`config.mk`:
```
export PLATFORM = sky130hd
export DESIGN_NAME = shifter_arbiter
export DESIGN_NICKNAME = d
export VERILOG_FILES = /design/src/rtl/shifter_pkg.sv /design/src/rtl/barrelshifter32.sv /design/src/rtl/shifter_arbiter.sv
export SDC_FILE = /design/constraint.sdc
export NUM_CORES = 1
export LEC_CHECK = 0
export CAP_MARGIN = 40
export CELL_PAD_IN_SITES_DETAIL_PLACEMENT = 0
export CELL_PAD_IN_SITES_GLOBAL_PLACEMENT = 2
export CORE_MARGIN = 2
export CORE_UTILIZATION = 32
export CTS_BUF_LIST = sky130_fd_sc_hd__clkbuf_8
export DETAILED_ROUTE_END_ITERATION = 16
export GPL_TIMING_DRIVEN = 0
export PLACE_DENSITY = 0.85
export SYNTH_ARGS = -nofsm -noshare
export SYNTH_HDL_FRONTEND = slang
export SYNTH_HIERARCHICAL = 1
export SYNTH_SLANG_ARGS = --single-unit
```
`constraint.sdc`:
```
create_clock -name clk -period 12.5 [get_ports clk]
set_clock_uncertainty 0.05 [all_clocks]
set_input_delay 3.125 -clock clk [delete_from_list [all_inputs] [get_ports clk]]
set_output_delay 3.125 -clock clk [all_outputs]
set_load 0.01 [all_outputs]
```
`src/rtl/shifter_pkg.sv`:
```
// Shared definitions for the shift arbiter slice: opcode encodings,
// response FSM states and the request bundle carried through the grant mux.
package shifter_pkg;

    localparam logic [1:0] ALUC_SRA = 2'b00;
    localparam logic [1:0] ALUC_SRL = 2'b01;
    localparam logic [1:0] ALUC_SLL = 2'b10;

    typedef enum logic {
        ST_IDLE = 1'b0,
        ST_HOLD = 1'b1
    } state_t;

    typedef struct packed {
        logic [31:0] a;
        logic [4:0]  b;
        logic [1:0]  aluc;
    } shreq_t;

endpackage

```
`src/rtl/barrelshifter32.sv`:
```
// 32-bit logarithmic barrel shifter: five conditional stages of 1/2/4/8/16.
// aluc: 00 arithmetic right, 01 logical right, 1x logical left.
module barrelshifter32
    import shifter_pkg::*;
(
    input  logic [31:0] a,
    input  logic [4:0]  b,
    input  logic [1:0]  aluc,
    output logic [31:0] c
);

    logic [31:0] r;

    always_comb begin
        r = a;
        for (int s = 0; s < 5; s++) begin
            if (b[s]) begin
                if (aluc[1])
                    r = r << (1 << s);
                else if (aluc == ALUC_SRL)
                    r = r >> (1 << s);
                else
                    r = $unsigned($signed(r) >>> (1 << s));
            end
        end
    end

    assign c = r;

endmodule

```
`src/rtl/shifter_arbiter.sv`:
```
// Round-robin share of one barrelshifter32 between two requesters, with a
// single-entry registered response slot and saturating per-port grant counters.
module shifter_arbiter
    import shifter_pkg::*;
#(
    parameter int CNT_W = 16
) (
    input  logic             clk,
    input  logic             rst,
    input  logic             req0_valid,
    output logic             req0_ready,
    input  logic [31:0]      req0_a,
    input  logic [4:0]       req0_b,
    input  logic [1:0]       req0_aluc,
    input  logic             req1_valid,
    output logic             req1_ready,
    input  logic [31:0]      req1_a,
    input  logic [4:0]       req1_b,
    input  logic [1:0]       req1_aluc,
    output logic             rsp_valid,
    input  logic             rsp_ready,
    output logic [31:0]      rsp_data,
    output logic             rsp_id,
    output logic [CNT_W-1:0] grant_cnt0,
    output logic [CNT_W-1:0] grant_cnt1
);

    state_t      state;
    logic        rr_ptr;
    logic        free;
    logic        gnt0;
    logic        gnt1;
    logic        accept;
    shreq_t      sel;
    logic [31:0] sh_c;

    // Slot frees either when empty or when the held result drains this cycle.
    // Readies are gated by rst so no requester sees a handshake that reset discards.
    assign free   = (state == ST_IDLE) | rsp_ready;
    assign gnt0   = !rst & free & req0_valid & (!req1_valid | !rr_ptr);
    assign gnt1   = !rst & free & req1_valid & (!req0_valid |  rr_ptr);
    assign accept = gnt0 | gnt1;

    assign req0_ready = gnt0;
    assign req1_ready = gnt1;
    assign rsp_valid  = (state == ST_HOLD);

    always_comb begin
        if (gnt1) sel = '{a: req1_a, b: req1_b, aluc: req1_aluc};
        else      sel = '{a: req0_a, b: req0_b, aluc: req0_aluc};
    end

    barrelshifter32 u_shift (
        .a    (sel.a),
        .b    (sel.b),
        .aluc (sel.aluc),
        .c    (sh_c)
    );

    always_ff @(posedge clk) begin
        if (rst) begin
            state    <= ST_IDLE;
            rsp_data <= '0;
            rsp_id   <= 1'b0;
        end else begin
            case (state)
                ST_IDLE: begin
                    if (accept) begin
                        state    <= ST_HOLD;
                        rsp_data <= sh_c;
                        rsp_id   <= gnt1;
                    end
                end
                ST_HOLD: begin
                    if (accept) begin
                        rsp_data <= sh_c;
                        rsp_id   <= gnt1;
                    end else if (rsp_ready) begin
                        state <= ST_IDLE;
                    end
                end
                default: state <= ST_IDLE;
            endcase
        end
    end

    always_ff @(posedge clk) begin
        if (rst)         rr_ptr <= 1'b0;
        else if (accept) rr_ptr <= ~gnt1;
    end

    always_ff @(posedge clk) begin
        if (rst) begin
            grant_cnt0 <= '0;
            grant_cnt1 <= '0;
        end else begin
            if (gnt0 && (grant_cnt0 != '1)) grant_cnt0 <= grant_cnt0 + CNT_W'(1);
            if (gnt1 && (grant_cnt1 != '1)) grant_cnt1 <= grant_cnt1 + CNT_W'(1);
        end
    end

endmodule

```
==> impl_metrics.csv <==
group,metric,value,unit
hold_path,holdPathStages,2,
synthesis,synth-edff-count,0,
power_and_ir_drop,peakVddDrop,0.04828,mV
setup_path,max_stage_delay,0.62,ns
drt,drtIter0Drc,1127,
die,start_util,32.61,%
synthesis,yosysTopAreaCellShare,17.47,%
placement,dp_hpwl,32800,um
global_route,gr-usage-all-layers,32.53,%
hold_path,hp-class,"flop to flop",
setup_path,r2r_cells,16,
die,ioPinCount,151,
run_status,status,"completed",
synthesis,yosys_warnings,6,
timing,hold_ws,0.4028,ns
drt,wl_per_cell,25.92,um
synthesis,synth_top_cell_by_area,"dfxtp_1",
synthesis,synthAdderAreaFrac,0.3259,%
global_route,grt_max_degree,14,
run,maxCapViolCount,0,
setup_path,rrSetupSlack,7.39,ns
drt,vias,10210,
final_layout,stdcell_count,1630,
global_route,antenna_found_initial,0,
synthesis,synth_compound_area_share,29.40,%
setup_path,critical_path.cell_chain,"clkdlybuf4s50_1, nand2b_1, nand4b_1, inv_1, clkbuf_1, clkbuf_1, clkdlybuf4s50_1",
global_route,grt_overflow_total,0,
timing,drv_slew,0,
final_layout,drive_gt1_share,7.933,%
synthesis,synth_nets,1226,
clock_tree,clockRootBuffer,"clkbuf_8",
clock_tree,clkTransAtPathRegs,0.07,ns
placement,pre_cts_slack,3.566,ns
global_route,grt_pass1_wl,63090,um
setup_path,setup.worst_path.class,"input port to output pin",
synthesis,synth_area,7677,um2
synthesis,post_synth_xor_area_fraction,2.053,%
placement,place_inst,1614,
power_and_ir_drop,powerDensity,98.27,nW/um2
clock_tree,cts_buffers,9,
timing,period_share,70.88,%
drt,drc,0,
power_and_ir_drop,total_power,0.0009656,W
synthesis,synth_ff_type,"dfxtp_1",
timing,fmax,0.1129,GHz
hold_path,worstHoldStart,"rsp_data[13]",
setup_path,start_kind,"input port",
timing,finalSetupViolCount,0,
die,die_h,158.9,um
synthesis,synth_simple_gate_area_share,30.26,%
drt,viasPerCell,6.266,
setup_path,cp_num_buf_inv,5,
synthesis,synthMuxAreaShare,12.99,%
setup_path,worstSetupStartpoint,"rsp_ready",
placement,gp_congestion,1.051,
timing,worst_pin_slew,0.8363,ns
synthesis,ys_ff_latch,67,
setup_path,reg2reg_from,"rsp_valid",
setup_path,crit_family,"buffers and inverters",
setup_path,path_max_fanout,10,
timing,rsz0062_at_grt,"no",
setup_path,cp.arrival,5.69,ns
die,rows,56,
final_layout,areaGrowthSynthToFinish,28.00,%
synthesis,synth_top_family_by_area,"simple AND/OR/NAND/NOR gates",
timing,setup_tns,0,ns
setup_path,crit_required,9.32,ns
clock_tree,post_cts_resized,0,
synthesis,synth.distinct_cells,91,
clock_tree,clock_sinks,67,
global_route,grt_pass1_vias,9870,
drt,dr.pass1.iters,6,
synthesis,syn-mean-instance-area,6.729,um2
synthesis,synth_area_leaders,"dfxtp_1, nand2_1, mux2i_1",
timing,final.min_clock_period,8.861,ns
setup_path,cp_slowest_cell,"clkdlybuf4s50_1",
clock_tree,htree_levels,3,
drt,drt_wl_total,42240,um
clock_tree,cts_tree,"done",
setup_path,r2r_end,"rsp_data[26]",
final_layout,fin_nets,1391,
clock_tree,clkLatencyLatePin,0.34,ns
synthesis,synth.most_common_cell,"nand2_1",
power_and_ir_drop,p_leak,3.634,nW
clock_tree,post-cts-setup-buffers,0,
timing,hold_violations,0,
timing,layout_setup_ws,3.639,ns
die,dieArea,25250,um2
clock_tree,cts_buffer_depth,2,
placement,io_buffers,149,
die,die_x,158.9,um
synthesis,synth_common_cells,"nand2_1, nor2_1, a21oi_1, mux2i_1, dfxtp_1",
hold_path,holdPathEnd,"rsp_data[13]",
final_layout,diodes,0,
timing,slew_headroom,43.91,%
synthesis,synthArstFlopShare,0,%
drt,ant_nets,0,
synthesis,synth-seq-area-share,17.47,%
die,core-area,23540,um2
clock_tree,holdBufCountCts,0,
synthesis,postSynthCellCount,1141,
setup_path,endpoint_kind,"output pin",
## cell type report
cell class              count  area [um2]
inverters                  13       48.80
multi-input cells         964        5761
plain buffers              97       526.8
clock inverters             7       100.1
flip-flops and latches     67        1341
repair buffers            154        1526
well taps                 319       399.1
fillers                  2562       13720
clock buffers               9       123.9
## cell usage in the layout (no fill, tap or decap), drive strengths merged, types with 11 or more instances in the layout
cell	netlist	final
a211o	12	12
nand2b	16	16
mux2i	76	76
nor2	127	127
nor2b	11	11
nand3	25	25
a211oi	36	36
o221ai	11	11
nand4	18	18
nor4	14	14
buf	42	47
mux2	11	11
clkdlybuf4s50	0	149
nand2	248	248
xnor2	15	15
o211ai	20	20
o21ai	51	51
dfxtp	67	67
a21oi	95	95
inv	11	12
o22ai	21	21
nor3	34	34
a31oi	13	13
clkbuf	55	64
## worst max-delay path by stage
stage                     slack [ns]         end  cells after the start
final                           3.64  req1_ready                      7
after global routing            3.43  req1_ready                      7
after CTS                       3.56  req1_ready                      7
after detailed placement        3.57  req1_ready                      7
after global placement          3.57  req1_ready                      7
after floorplan                 5.12  req1_ready                      5
## layer usage
metal,GRT usage (%),part of all wire [%],up-vias
met1,44.91,43,4847
li1,-,-,4522
met4,15.70,5.6,0
met5,0,0,-
met3,6.688,10,163
met2,48.07,42,681
## report_power, final
part	total [W]	switching (W)	leakage (nW)	internal, W
Sequential	0.000231	0.00000688	0.544	0.000224
Clock	0.000208	0.0000938	0.114	0.000114
Combinational	0.000527	0.000348	2.98	0.000179
Total	0.000966	0.000448	3.63	0.000517
## worst min-delay path, stage by stage (launching register included)
cell	delay (ns)
dfxtp_1	0.31
nand2_1	0.05
a21oi_1	0.05
## state kept, by name, summed over array words and instances (netlist names)
signal      count
grant_cnt1     16
rsp_data       32
rsp_id          1
rsp_valid       1
rr_ptr          1
grant_cnt0     16
## metrics by stage
stage | util, % | instance area (um2)
finish | 41.74 | 9827
detailed placement | 40.79 | 9603
global route | 41.74 | 9827
floorplan | - | 7677
CTS | 41.74 | 9827
global placement | 40.64 | 9568
## logic make-up after synthesis
| logic type | after synthesis |
|---|---|
| multiplexers | 92 |
| buffers and inverters | 110 |
| AND/OR/NAND/NOR | 523 |
| XOR/XNOR | 18 |
| flip-flops | 67 |
| AO/OA/AOI/OAI | 329 |
| adder cells (fa/ha/maj) | 2 |
Power figures use the tool's default switching activity.
